File: src/rtl/mem_access_unit.sv
// Load/store unit: an in-order store buffer that forwards to loads, plus one
// memory port shared by store drains and load misses (one transaction at a time).
module mem_access_unit #(
  parameter int DATA_W   = 16,
  parameter int ADDR_W   = 16,
  parameter int SB_DEPTH = 4,
  parameter int RD_W     = 4
) (
  input  logic              clock,
  input  logic              rst,
  input  logic              req_valid,
  input  logic              req_write,
  input  logic [ADDR_W-1:0] req_addr,
  input  logic [DATA_W-1:0] req_wdata,
  input  logic [RD_W-1:0]   req_rd,
  output logic              req_ready,
  output logic              rsp_valid,
  output logic [DATA_W-1:0] rsp_rdata,
  output logic [RD_W-1:0]   rsp_rd,
  output logic              mem_valid,
  output logic              mem_write,
  output logic [ADDR_W-1:0] mem_addr,
  output logic [DATA_W-1:0] mem_wdata,
  input  logic              mem_ready,
  input  logic              mem_rvalid,
  input  logic [DATA_W-1:0] mem_rdata,
  output logic              drained
);
  localparam int PTR_W = $clog2(SB_DEPTH);
  localparam int CNT_W = PTR_W + 1;
  localparam logic [CNT_W-1:0] FULL_C = CNT_W'(SB_DEPTH);

  typedef enum logic [1:0] {
    IDLE     = 2'd0,
    ST_ISSUE = 2'd1,
    LD_ISSUE = 2'd2,
    LD_WAIT  = 2'd3
  } state_t;

  state_t            state_q, state_d;
  logic [ADDR_W-1:0] sb_addr_q [SB_DEPTH];
  logic [DATA_W-1:0] sb_data_q [SB_DEPTH];
  logic [PTR_W-1:0]  wr_ptr_q, rd_ptr_q;
  logic [CNT_W-1:0]  count_q, count_d;
  logic [ADDR_W-1:0] ld_addr_q, ld_addr_d;
  logic [RD_W-1:0]   ld_rd_q, ld_rd_d;
  logic              rsp_valid_q, rsp_valid_d;
  logic [DATA_W-1:0] rsp_rdata_q, rsp_rdata_d;
  logic [RD_W-1:0]   rsp_rd_q, rsp_rd_d;
  logic              st_acc_s, ld_acc_s, pop_s, fwd_hit_s, match_s;
  logic [DATA_W-1:0] fwd_data_s;

  // Request handshake: stores need a free slot, loads need an idle port.
  always_comb begin
    req_ready = req_valid & (req_write ? (count_q < FULL_C) : (state_q == IDLE));
    st_acc_s  = req_ready & req_write;
    ld_acc_s  = req_ready & ~req_write;
    pop_s     = (state_q == ST_ISSUE) & mem_ready;
  end

  // Forwarding search oldest-to-youngest so the youngest matching store wins.
  always_comb begin
    fwd_hit_s  = 1'b0;
    fwd_data_s = '0;
    match_s    = 1'b0;
    for (int k = 0; k < SB_DEPTH; k++) begin
      match_s    = (CNT_W'(k) < count_q) && (sb_addr_q[rd_ptr_q + PTR_W'(k)] == req_addr);
      fwd_hit_s  = fwd_hit_s | match_s;
      fwd_data_s = match_s ? sb_data_q[rd_ptr_q + PTR_W'(k)] : fwd_data_s;
    end
  end

  // Occupancy: simultaneous enqueue and pop leave the count unchanged.
  always_comb begin
    case ({st_acc_s, pop_s})
      2'b10:   count_d = count_q + CNT_W'(1);
      2'b01:   count_d = count_q - CNT_W'(1);
      default: count_d = count_q;
    endcase
  end

  // Port sequencing; a load arriving in IDLE beats a pending drain.
  always_comb begin
    state_d     = state_q;
    ld_addr_d   = ld_addr_q;
    ld_rd_d     = ld_rd_q;
    rsp_valid_d = 1'b0;
    rsp_rdata_d = rsp_rdata_q;
    rsp_rd_d    = rsp_rd_q;
    case (state_q)
      IDLE: begin
        if (ld_acc_s && fwd_hit_s) begin
          rsp_valid_d = 1'b1;
          rsp_rdata_d = fwd_data_s;
          rsp_rd_d    = req_rd;
        end else if (ld_acc_s) begin
          state_d   = LD_ISSUE;
          ld_addr_d = req_addr;
          ld_rd_d   = req_rd;
        end else if (count_q != '0) begin
          state_d = ST_ISSUE;
        end else begin
          state_d = IDLE;
        end
      end
      ST_ISSUE: state_d = mem_ready ? IDLE : ST_ISSUE;
      LD_ISSUE: state_d = mem_ready ? LD_WAIT : LD_ISSUE;
      LD_WAIT: begin
        if (mem_rvalid) begin
          state_d     = IDLE;
          rsp_valid_d = 1'b1;
          rsp_rdata_d = mem_rdata;
          rsp_rd_d    = ld_rd_q;
        end else begin
          state_d = LD_WAIT;
        end
      end
      default: state_d = IDLE;
    endcase
  end

  // State, buffer storage and response registers.
  always_ff @(posedge clock or negedge rst) begin
    if (!rst) begin
      state_q     <= IDLE;
      wr_ptr_q    <= '0;
      rd_ptr_q    <= '0;
      count_q     <= '0;
      ld_addr_q   <= '0;
      ld_rd_q     <= '0;
      rsp_valid_q <= 1'b0;
      rsp_rdata_q <= '0;
      rsp_rd_q    <= '0;
      for (int i = 0; i < SB_DEPTH; i++) begin
        sb_addr_q[i] <= '0;
        sb_data_q[i] <= '0;
      end
    end else begin
      state_q     <= state_d;
      count_q     <= count_d;
      ld_addr_q   <= ld_addr_d;
      ld_rd_q     <= ld_rd_d;
      rsp_valid_q <= rsp_valid_d;
      rsp_rdata_q <= rsp_rdata_d;
      rsp_rd_q    <= rsp_rd_d;
      if (st_acc_s) begin
        sb_addr_q[wr_ptr_q] <= req_addr;
        sb_data_q[wr_ptr_q] <= req_wdata;
        wr_ptr_q            <= wr_ptr_q + PTR_W'(1);
      end
      if (pop_s) begin
        rd_ptr_q <= rd_ptr_q + PTR_W'(1);
      end
    end
  end

  // Memory port is decoded from registered state; idle fields are forced to zero.
  always_comb begin
    mem_valid = (state_q == ST_ISSUE) || (state_q == LD_ISSUE);
    mem_write = (state_q == ST_ISSUE);
    case (state_q)
      ST_ISSUE: begin
        mem_addr  = sb_addr_q[rd_ptr_q];
        mem_wdata = sb_data_q[rd_ptr_q];
      end
      LD_ISSUE: begin
        mem_addr  = ld_addr_q;
        mem_wdata = '0;
      end
      default: begin
        mem_addr  = '0;
        mem_wdata = '0;
      end
    endcase
  end

  assign rsp_valid = rsp_valid_q;
  assign rsp_rdata = rsp_rdata_q;
  assign rsp_rd    = rsp_rd_q;
  assign drained   = (count_q == '0) && (state_q == IDLE);

endmodule
File: config.mk
export PLATFORM = sky130hd
export DESIGN_NAME = mem_access_unit
export DESIGN_NICKNAME = d
export VERILOG_FILES = /design/src/rtl/mem_access_unit.sv
export SDC_FILE = /design/constraint.sdc
export NUM_CORES = 1
export LEC_CHECK = 0
export BUFFER_PORTS_ARGS = -buffer_cell sky130_fd_sc_hd__buf_4
export CORE_UTILIZATION = 65
export DETAILED_ROUTE_END_ITERATION = 8
export GPL_ROUTABILITY_DRIVEN = 0
export GPL_TIMING_DRIVEN = 1
export PLACE_DENSITY_LB_ADDON = 0.2
export RECOVER_POWER = 100
export SLEW_MARGIN = 0
export SYNTH_ARGS = -nofsm -noshare
export SYNTH_HDL_FRONTEND = slang
export SYNTH_SLANG_ARGS = --single-unit
export TNS_END_PERCENT = 30
File: constraint.sdc
create_clock -name clock -period 6.9 [get_ports clock]
set_input_delay 0.69 -clock clock [delete_from_list [all_inputs] [get_ports clock]]
set_output_delay 0.69 -clock clock [all_outputs]
set_load 0.1 [all_outputs]
# Yosys cells after proc, flatten, opt, wreduce, memory -nomap -nowiden
# Index checks and enable logic that the tools add are counted.
dict set report word_totals {
  register_bits 178
  input_bits 58
  out_inout_bits 57
  elab_cells 127
}
dict set report classes {
  add_sub_neg 6
  n_lt_le_gt_ge 11
  eq_ne 12
  muxes 52
  bitwise 14
  reduce_logical 15
}
# operator count
set op_table {}
lappend op_table {{two-way mux 16 bit} 24}
lappend op_table {{binary-select mux 16 bit (select 2 bit)} 8}
lappend op_table {{bitwise mux 64 bit} 2}
lappend op_table {{equality test 16 bit} 4}
lappend op_table {{one-hot mux 16 bit (2 select lines)} 2}
lappend op_table {{demux 16 bit (select 2 bit)} 1}
lappend op_table {{>= comparator 3 bit (second input constant)} 5}
lappend op_table {{inverter 2 -> 3 bit} 5}
lappend op_table {{two-way mux 4 bit} 2}
lappend op_table {{one-hot mux 2 bit (4 select lines)} 1}
lappend op_table {{one-hot mux 4 bit (2 select lines)} 1}
lappend op_table {{logical AND 1 bit} 7}
lappend op_table {{equality test 2 bit (second input constant)} 3}
lappend op_table {{< comparator 1 x 3 -> 1 bit (first input constant)} 2}
lappend op_table {{< comparator 2 x 3 -> 1 bit (first input constant)} 2}
lappend op_table {{two-way mux 1 bit} 6}
lappend op_table {{two-way mux 2 bit} 3}
lappend op_table {{inequality test 2 bit (second input constant)} 3}
lappend op_table {{one-hot mux 3 bit (2 select lines)} 1}
lappend op_table {{AND reduction 3 bit} 2}
lappend op_table {{adder 2 x 1 -> 2 bit (second input constant)} 2}
lappend op_table {{adder 2 bit (second input constant)} 2}
lappend op_table {{bitwise AND 1 bit} 4}
lappend op_table {{equality test 2 x 1 -> 1 bit (second input constant)} 2}
lappend op_table {{other kinds (12)} 16}

# Logic depth before layout (Yosys ltp)
# Gate-level depths: netlist of the first run.
dict set report depth {
  word_depth 13
  mapped_depth 15
  ltp_nobuf 9
}

# Worst setup path after synthesis of the first run
# Ideal clock, no wire load.
dict set report synth_path {
  kind {register to output}
  start {register rd_ptr_q[0]}
  end {output mem_addr[5]}
  arrival_ps 3342
  t_required_ps 6210
  path_slack_ps 2868
  path_stages_with_launch 12
  n_path_buf 8
  cell_sequence {dfrtp_1 -> buf_4 -> buf_6 -> buf_2 -> buf_2 -> clkbuf_1 -> buf_1 -> buf_1 -> clkbuf_1 -> nand2_1 -> a32oi_1 -> nor2b_1}
}
dict set report synth_via {
  elab_chain_len 5
}
# element line
set synth_lines {}
lappend synth_lines {{from (decl)} 43} ;# logic [PTR_W-1:0] wr_ptr_q, rd_ptr_q;
lappend synth_lines {{from (signal assigned)} 152} ;# rd_ptr_q <= rd_ptr_q + PTR_W'(1);
lappend synth_lines {{inverter 2 -> 3 bit (not written as such)} 163} ;# mem_addr = sb_addr_q[rd_ptr_q];
lappend synth_lines {{binary-select mux 16 bit (select 2 bit)} 163}
lappend synth_lines {{two-way mux 16 bit (not written as such) (2 in series)} 163}
lappend synth_lines {{one-hot mux 16 bit (2 select lines)} 161} ;# case (state_q)
lappend synth_lines {{to (decl)} 22} ;# output logic [ADDR_W-1:0] mem_addr,
# Every way passes these cells. The select of a mux whose other input is x is not followed.

# Worst setup path in the final report of the first run
dict set report layout_path {
  start {register rd_ptr_q[0]}
  end {output mem_wdata[14]}
}
dict set report layout_via {
  elab_chain_len 5
}
# element line
set layout_lines {}
lappend layout_lines {{inverter 2 -> 3 bit (not written as such)} 164} ;# mem_wdata = sb_data_q[rd_ptr_q];
lappend layout_lines {{binary-select mux 16 bit (select 2 bit)} 164}
lappend layout_lines {{two-way mux 16 bit (not written as such) (2 in series)} 164}
lappend layout_lines {{two-way mux 16 bit} 161}
lappend layout_lines {{to (decl)} 23} ;# output logic [DATA_W-1:0] mem_wdata,
# Every way passes these cells. The select of a mux whose other input is x is not followed.

==> run_results.csv, run 1 <==
group,metric,value,unit
floorplanning,die_w,142,microns
worst_setup_path,crit_slowest_cell,"clkbuf_1",
detailed_routing,vias_per_cell,6.74,
yosys,synth.avg_cell_area,10.2,sq um
yosys,synth_cell_type_count,66,
worst_setup_path,cp_top_family,"buffers and inverters",
detailed_routing,via_count,10617,
cells_and_area,fillCellCount,1480,
hold_path,min_path_type,"input pin to flop",
worst_setup_path,cp_cell_sequence,"inv_1 -> clkbuf_1 -> o311a_1 -> clkbuf_1",
worst_setup_path,max_stage_delay,1720,ps
timing,setup_viol,0,
timing,period_minus_slack,5740,ps
placed_design,io_buffer_count,114,
worst_setup_path,reg2reg_setup_slack,1350,ps
global_routing,globalRouteOverflowTotal,0,
run,max_cap_violations,8,
timing,slew_viol_final,370,
cells_and_area,final_core_util,72.9,%
worst_setup_path,cp.arrival,5050,ps
clocking,root_buffer,"clkbuf_16",
timing,clock.fmax,174,MHz
detailed_routing,drt_iter0_markers,1349,
detailed_routing,drc,0,
yosys,syn_nets,1331,
yosys,yosysSeqAreaShare,34.8,%
timing,final-hold-violation-count,0,
cells_and_area,num-nets-final,1372,
detailed_routing,routedWlPerCell,22.6,microns
clocking,cts_max_level,4,
placed_design,hpwlAfterDp,23200,microns
floorplanning,coreArea,19000,sq um
global_routing,grt_pass1_vias,10109,
timing,rsz0062_at_grt,"no",
yosys,synthArstFlopShare,100,%
worst_setup_path,critPathCaptureType,"output pin",
yosys,synth_top_family_by_area,"multiplexers",
yosys,synth_area,12800,sq um
cells_and_area,multi_input_area,7680,sq um
clocking,post-cts-setup-buffer-count,0,
floorplanning,start_util,67.3,%
cells_and_area,area_growth,8.30,%
global_routing,grt_max_degree,90,
floorplanning,fp-row-count,50,
global_routing,antenna_found_initial,0,
clocking,cts_inserted_buffers,17,
yosys,ys_seq_elements,178,
clocking,cts_resized,0,
detailed_routing,drtPass1Iterations,7,
clocking,cts_tree,"done",
floorplanning,die_h,142,microns
yosys,synth_edf_count,0,
yosys,syn_inst,1261,
timing,fin_worst_skew,11.2,ps
yosys,muxShareOfSynthArea,28.0,%
worst_setup_path,cp_data_required_time,6210,ps
timing,fin_crit_sh,83.1,%
global_routing,grt_pass1_wl,55800,microns
detailed_routing,ant_nets,0,
yosys,synth-compound-area-share,14.0,%
worst_setup_path,crit_buf_inv,3,
yosys,synth_adder_area_share,1.17,%
floorplanning,die-area,20300,sq um
clocking,clk_path_buf_depth,2,
clocking,path_clk_slew,80,ps
cells_and_area,seq_area,4460,sq um
worst_setup_path,critPathMostFrequentCell,"clkbuf_1",
timing,finalSetupTns,0,ps
global_routing,track_usage,36.1,%
clocking,cts_sinks,178,
yosys,synthFlopType,"dfrtp_1",
clocking,ctsHoldBuffers,0,
yosys,synthSimpleGateAreaFrac,11.9,%
worst_setup_path,path_class,"flop to output pin",
cells_and_area,n_antenna_cell,0,
timing,maxSlewHeadroom,-85.9,%
worst_setup_path,cp_max_fo,64,
clocking,insertion_delay,450,ps
floorplanning,io_pins,115,
timing,tightest_slew,2790,ps
worst_setup_path,start_kind,"flop",
outcome,violations,"capacitance limit, slew limit",
yosys,yosysWarningCount,0,
outcome,status,"complete, but fails checks",
detailed_routing,routed_wl,35600,microns
cells_and_area,drive_gt1_share,20.9,%
yosys,synthXorXnorAreaFrac,5.06,%
placed cells by master, fill, tap and decap left out, types with 32 or more instances in the layout:
cell | Yosys | layout
clkbuf_1 | 59 | 65
a21oi_1 | 36 | 36
buf_4 | 4 | 71
o21ai_0 | 51 | 57
mux2i_1 | 112 | 112
nand2_1 | 96 | 96
mux2_2 | 132 | 132
mux2_1 | 32 | 32
nor2_1 | 83 | 83
xnor2_1 | 45 | 45
dfrtp_1 | 178 | 176
metal layers:
layer  track usage, %  share of wire, %
met1             51.6                43
met2             54.0                45
met3             8.08                10
met4             12.8               2.4
met5                0             0.070
state kept, by name (all words and copies together), names as in the netlist:
name       flops
count_q        3
ld_addr_q     16
ld_rd_q        4
rd_ptr_q       2
rsp_rd         4
rsp_rdata     16
rsp_valid      1
sb_addr_q     64
sb_data_q     64
state_q        2
wr_ptr_q       2
stage by stage:
step | cells | cell area [sq um] | hold slack [ps] | worst slack [ps]
after global placement | 1543 | 13600 | 467 | 2250
after global routing | 1575 | 13900 | 464 | 1030
after detailed placement | 1543 | 13600 | 476 | 2160
after CTS | 1575 | 14100 | 182 | 2120
after floorplan | 1261 | 12800 | 394 | 2870
final | 1575 | 13900 | 466 | 1160
layout make-up:
| cell class | count | share of cell area [%] |
|---|---|---|
| Sequential cell | 178 | 32.2 |
| Timing Repair Buffer | 135 | 5.58 |
| Clock inverter | 13 | 0.875 |
| Inverter | 20 | 0.541 |
| Clock buffer | 19 | 3.12 |
| Multi-Input combinational cell | 950 | 55.4 |
| Tap cell | 260 | 2.35 |
path summary, 6_finish.rpt:
path	from	end	cells after the start
max in group asynchronous	rst	sb_data_q[8]	2
min in group asynchronous	rst	sb_addr_q[48]	1
worst min-delay path	req_rd[2]	ld_rd_q[2]	2
worst max register to register	rd_ptr_q[1]	ld_addr_q[14]	10
worst min register to register	ld_addr_q[15]	ld_addr_q[15]	1
worst max-delay path	rd_ptr_q[0]	mem_wdata[14]	4
cells by family after synthesis:
family,Yosys count
xor+xnor,74
buf+inv,133
simple gates,301
fa+ha+maj,12
compound gates,259
flops,178
mux,304
cell usage after synthesis, drive strengths merged, types with 11 or more instances:
cell | number | area, sq um
dfrtp | 178 | 4450
mux2 | 164 | 1850
mux2i | 113 | 1130
nand2 | 96 | 360
nor2 | 83 | 312
o21ai | 77 | 385
clkbuf | 59 | 221
buf | 54 | 363
xnor2 | 45 | 394
a21oi | 36 | 180
a31oi | 30 | 188
nor2b | 30 | 188
xor2 | 29 | 254
mux4 | 27 | 608
inv | 20 | 75.1
nor3 | 18 | 90.1
o22ai | 16 | 100
a22oi | 15 | 113
and2 | 14 | 87.6
a311oi | 13 | 114
a311o | 12 | 120
and4 | 12 | 105
ha | 12 | 150
nand4 | 12 | 90.1
o311a | 12 | 120
nand3 | 11 | 65.1
Power of run 1 is left out: the tool's default activity adds up to more than one toggle a clock period on the data nets, which glitch-free logic cannot reach.
==> run 2, diff against run 1 <==
- CORE_UTILIZATION: 65 -> 55
- clock period: 6.9 -> 4.7 ns (I/O delays scaled with it)
==> run_results.csv, run 2 (synthesis gave the netlist of run 1 again) <==
group,metric,value,unit
cells_and_area,reg_top3,"sb_addr_q (64), sb_data_q (64)",
detailed_routing,drt_iter0_markers,1251,
cells_and_area,multi_input_area,7690,sq um
cells_and_area,fillCellCount,1938,
worst_setup_path,path_class,"flop to output pin",
timing,fin_crit_sh,91.1,%
floorplanning,die_w,155,microns
cells_and_area,drive_gt1_share,23.5,%
placed_design,hpwlAfterDp,24600,microns
floorplanning,die-area,23900,sq um
global_routing,track_usage,31.3,%
detailed_routing,routedWlPerCell,22.9,microns
timing,finalSetupTns,0,ps
clocking,cts_max_level,4,
detailed_routing,top_layer_used,"met5",
detailed_routing,wl_met3,3350,microns
timing,setup_viol,0,
timing,slew_viol_final,244,
placed_design,io_buffer_count,114,
clocking,path_clk_slew,70,ps
run,max_cap_violations,5,
clocking,cts_resized,0,
timing,clock.fmax,233,MHz
detailed_routing,drtPass1Iterations,6,
timing,maxSlewHeadroom,-75.4,%
worst_setup_path,crit_slowest_cell,"clkbuf_1",
clocking,root_buffer,"clkbuf_16",
clocking,post-cts-setup-buffer-count,0,
worst_setup_path,cp_max_fo,20,
floorplanning,io_pins,115,
timing,final-hold-violation-count,0,
clocking,cts_sinks,178,
clocking,insertion_delay,440,ps
detailed_routing,via_count,10598,
timing,fin_worst_skew,8.65,ps
cells_and_area,layout_common_cells,"dfrtp_1 (176), mux2_2 (131), mux2i_1 (112)",
timing,tightest_slew,2630,ps
detailed_routing,met2_length,16200,microns
global_routing,antenna_found_initial,1,
worst_setup_path,cp_cell_sequence,"inv_1 -> ha_1 -> clkbuf_1 -> a32oi_1 -> nor2b_1 -> clkbuf_2",
floorplanning,coreArea,22700,sq um
floorplanning,fp-row-count,55,
cells_and_area,num-nets-final,1378,
worst_setup_path,start_kind,"flop",
detailed_routing,ant_nets,0,
cells_and_area,seq_area,4460,sq um
global_routing,globalRouteOverflowTotal,0,
global_routing,grt_pass1_wl,57900,microns
worst_setup_path,cp_data_required_time,4230,ps
global_routing,grt_max_degree,96,
outcome,status,"complete, but fails checks",
cells_and_area,n_antenna_cell,0,
detailed_routing,wl_met1,16500,microns
timing,period_minus_slack,4280,ps
clocking,cts_tree,"done",
cells_and_area,area_growth,9.77,%
floorplanning,start_util,56.4,%
cells_and_area,final_common_cell,"dfrtp_1",
worst_setup_path,critPathCaptureType,"output pin",
clocking,clk_path_buf_depth,2,
detailed_routing,vias_per_cell,6.60,
detailed_routing,routed_wl,36700,microns
worst_setup_path,max_stage_delay,1130,ps
timing,rsz0062_at_grt,"no",
hold_path,min_path_type,"input pin to flop",
worst_setup_path,cp.arrival,3810,ps
global_routing,grt_pass1_vias,10031,
detailed_routing,drc,0,
clocking,ctsHoldBuffers,0,
floorplanning,die_h,155,microns
outcome,violations,"capacitance limit, slew limit",
clocking,cts_inserted_buffers,17,
## run 2: per-stage QoR
stage | hold WS (ps) | util [%] | instances | area, sq um | setup slack (ps)
global placement | 467 | 60.3 | 1574 | 13700 | 800
floorplan | 174 | - | 1261 | 12800 | 888
detailed placement | 476 | 60.3 | 1574 | 13700 | 716
finish | 257 | 61.9 | 1606 | 14100 | 416
CTS | 171 | 62.8 | 1606 | 14300 | 706
global route | 251 | 61.9 | 1606 | 14100 | 237
## run 2: per-layer routing
layer / global-route usage [%] / vias up
met5: 0 / -
met4: 9.57 / 2
met3: 6.78 / 62
met2: 46.8 / 509
met1: 45.4 / 5278
li1: - / 4747
## run 2: layout make-up
cell class | count | share of cell area (%)
Inverter | 20 | 0.534
Tap cell | 285 | 2.54
Timing Repair Buffer | 141 | 6.44
Sequential cell | 178 | 31.7
Multi-Input combinational cell | 950 | 54.7
Clock buffer | 20 | 3.18
Clock inverter | 12 | 0.881
## run 2: worst paths after layout
path	slack, ps	cells past startpoint	from	to
hold reg to reg	480	2	rsp_rd[1]	rsp_rd[1]
hold / removal	260	2	req_rd[3]	ld_rd_q[3]
min in group asynchronous	770	1	rst	wr_ptr_q[0]
setup reg to reg	530	11	rd_ptr_q[1]	ld_addr_q[15]
setup / recovery	420	6	state_q[1]	mem_addr[1]
max in group asynchronous	1690	2	rst	sb_data_q[46]
## run 2: worst max-delay path: cells and delay by family, from the launching register on
family | cells | cell delay [ps]
DFF | 1 | 420
adders and majority gates | 1 | 650
and+or+nand+nor | 1 | 210
buffers and inverters | 3 | 1730
AOI/OAI and AO/OA | 1 | 360
Power of run 2 is left out for the same reason.
==> run 3, diff against run 2 <==
- CORE_UTILIZATION: 55 -> 65
- HOLD_SLACK_MARGIN: unset -> 0.05
- REMOVE_ABC_BUFFERS: unset -> 1
- clock period: 4.7 -> 5.1 ns (I/O delays scaled with it)
==> run_results.csv, run 3 (synthesis gave the netlist of run 1 again) <==
group,metric,value,unit
outcome,status,"complete, but fails checks",
outcome,violations,"capacitance limit, slew limit",
worst_setup_path,reg2reg_setup_slack,490,ps
timing,maxSlewHeadroom,-84.9,%
detailed_routing,ant_nets,0,
detailed_routing,met2_length,16600,microns
floorplanning,die_h,142,microns
cells_and_area,final_common_cell,"dfrtp_1",
worst_setup_path,cp_max_fo,21,
clocking,cts_resized,0,
worst_setup_path,critPathMostFrequentCell,"clkbuf_1",
floorplanning,die-area,20300,sq um
clocking,post-cts-setup-buffer-count,0,
timing,fin_crit_sh,90.6,%
cells_and_area,n_antenna_cell,0,
placed_design,dp_slack,877,ps
timing,tightest_slew,2770,ps
timing,whs,298,ps
global_routing,antenna_found_initial,0,
clocking,cts_sinks,178,
global_routing,grt_pass1_vias,10694,
detailed_routing,top_layer_used,"met4",
cells_and_area,area_growth,9.23,%
clocking,insertion_delay,440,ps
cells_and_area,drive_gt1_share,22.1,%
worst_setup_path,rr_worst_depth,12,
hold_path,hold_depth,2,
clocking,cts_max_level,4,
worst_setup_path,max_stage_delay,930,ps
floorplanning,fp-row-count,50,
placed_design,hpwlAfterDp,22600,microns
detailed_routing,routedWlPerCell,22.7,microns
global_routing,grt_max_degree,97,
timing,rsz0062_at_grt,"no",
worst_setup_path,cp_data_required_time,4590,ps
floorplanning,coreArea,19000,sq um
timing,fin_worst_skew,11.9,ps
detailed_routing,drc,0,
detailed_routing,wl_met1,14800,microns
timing,setup_viol,0,
clocking,ctsHoldBuffers,0,
hold_path,min_path_type,"input pin to flop",
timing,period_minus_slack,4620,ps
worst_setup_path,reg2reg_to,"ld_addr_q[14]",
global_routing,globalRouteOverflowTotal,0,
clocking,root_buffer,"clkbuf_16",
detailed_routing,drtPass1Iterations,6,
floorplanning,die_w,142,microns
floorplanning,start_util,67.3,%
clocking,cts_inserted_buffers,17,
detailed_routing,via_count,10741,
worst_setup_path,path_class,"flop to output pin",
global_routing,grt_pass1_wl,56600,microns
hold_path,min_from,"req_rd[2]",
run,max_cap_violations,7,
clocking,cts_tree,"done",
worst_setup_path,crit_buf_inv,3,
detailed_routing,routed_wl,36000,microns
worst_setup_path,rr_startpoint,"rd_ptr_q[0]",
global_routing,track_usage,36.4,%
placed_design,io_buffer_count,114,
hold_path,min_to,"ld_rd_q[2]",
worst_setup_path,start_kind,"flop",
clocking,clk_path_buf_depth,2,
timing,clock.fmax,216,MHz
worst_setup_path,cp_cell_sequence,"inv_1 -> ha_1 -> clkbuf_1 -> a32oi_1 -> nor2b_1 -> clkbuf_1",
timing,slew_viol_final,371,
clocking,path_clk_slew,70,ps
worst_setup_path,cp_top_family,"buffers and inverters",
detailed_routing,wl_met3,3400,microns
detailed_routing,vias_per_cell,6.78,
cells_and_area,reg_top3,"sb_addr_q (64), sb_data_q (64)",
timing,final-hold-violation-count,0,
worst_setup_path,cp.arrival,4110,ps
floorplanning,io_pins,115,
worst_setup_path,critPathCaptureType,"output pin",
cells_and_area,num-nets-final,1381,
timing,timing.final.ws_setup,481,ps
cells_and_area,layout_common_cells,"dfrtp_1 (176), mux2_2 (130), mux2i_1 (112)",
worst_setup_path,crit_slowest_cell,"ha_1",
detailed_routing,drt_iter0_markers,961,
run 3: changes by cell type in the layout (fill, tap and decap cells not counted), moves of 2 or more:
cell      delta
clkbuf_1    +20
buf_4        -2
clkbuf_2    -15
clkinv_2     +3
run 3: final cells by class:
type                            instances  area [sq um]
Tap cell                              260           325
Timing Repair Buffer                  144           871
Clock inverter                         14           129
Sequential cell                       178          4460
Clock buffer                           18           439
Multi-Input combinational cell        950          7690
Inverter                               20          75.1
Fill cell                            1474          5030
run 3: metal layers:
metal	global-route usage (%)	vias up
met5	0	-
met4	16.1	0
met3	9.29	112
met2	56.2	639
met1	48.5	5248
li1	-	4742
run 3: worst max path at each step:
| stage | from | end | cells past startpoint |
|---|---|---|---|
| 5_1_grt | rd_ptr_q[0] | rsp_rd[3] | 11 |
| 2_1_floorplan | rd_ptr_q[1] | rsp_rdata[14] | 9 |
| 3_3_place_gp | rd_ptr_q[1] | rsp_rdata[6] | 11 |
| 6_report | state_q[1] | mem_addr[14] | 6 |
| 3_5_place_dp | rd_ptr_q[1] | rsp_rdata[12] | 11 |
| 4_1_cts | rd_ptr_q[1] | rsp_rdata[13] | 11 |
run 3: metrics by stage:
| stage | utilization [%] | setup TNS (ps) | cell area [sq um] | std cells |
|---|---|---|---|---|
| 6_report | 73.6 | 0 | 14000 | 1584 |
| 5_1_grt | 73.6 | 0 | 14000 | 1584 |
| 4_1_cts | 74.8 | 0 | 14200 | 1584 |
| 3_5_place_dp | 71.8 | 0 | 13700 | 1552 |
| 3_3_place_gp | 71.8 | 0 | 13700 | 1552 |
| 2_1_floorplan | - | -189210 | 12200 | 1148 |
Power of run 3 is left out for the same reason.
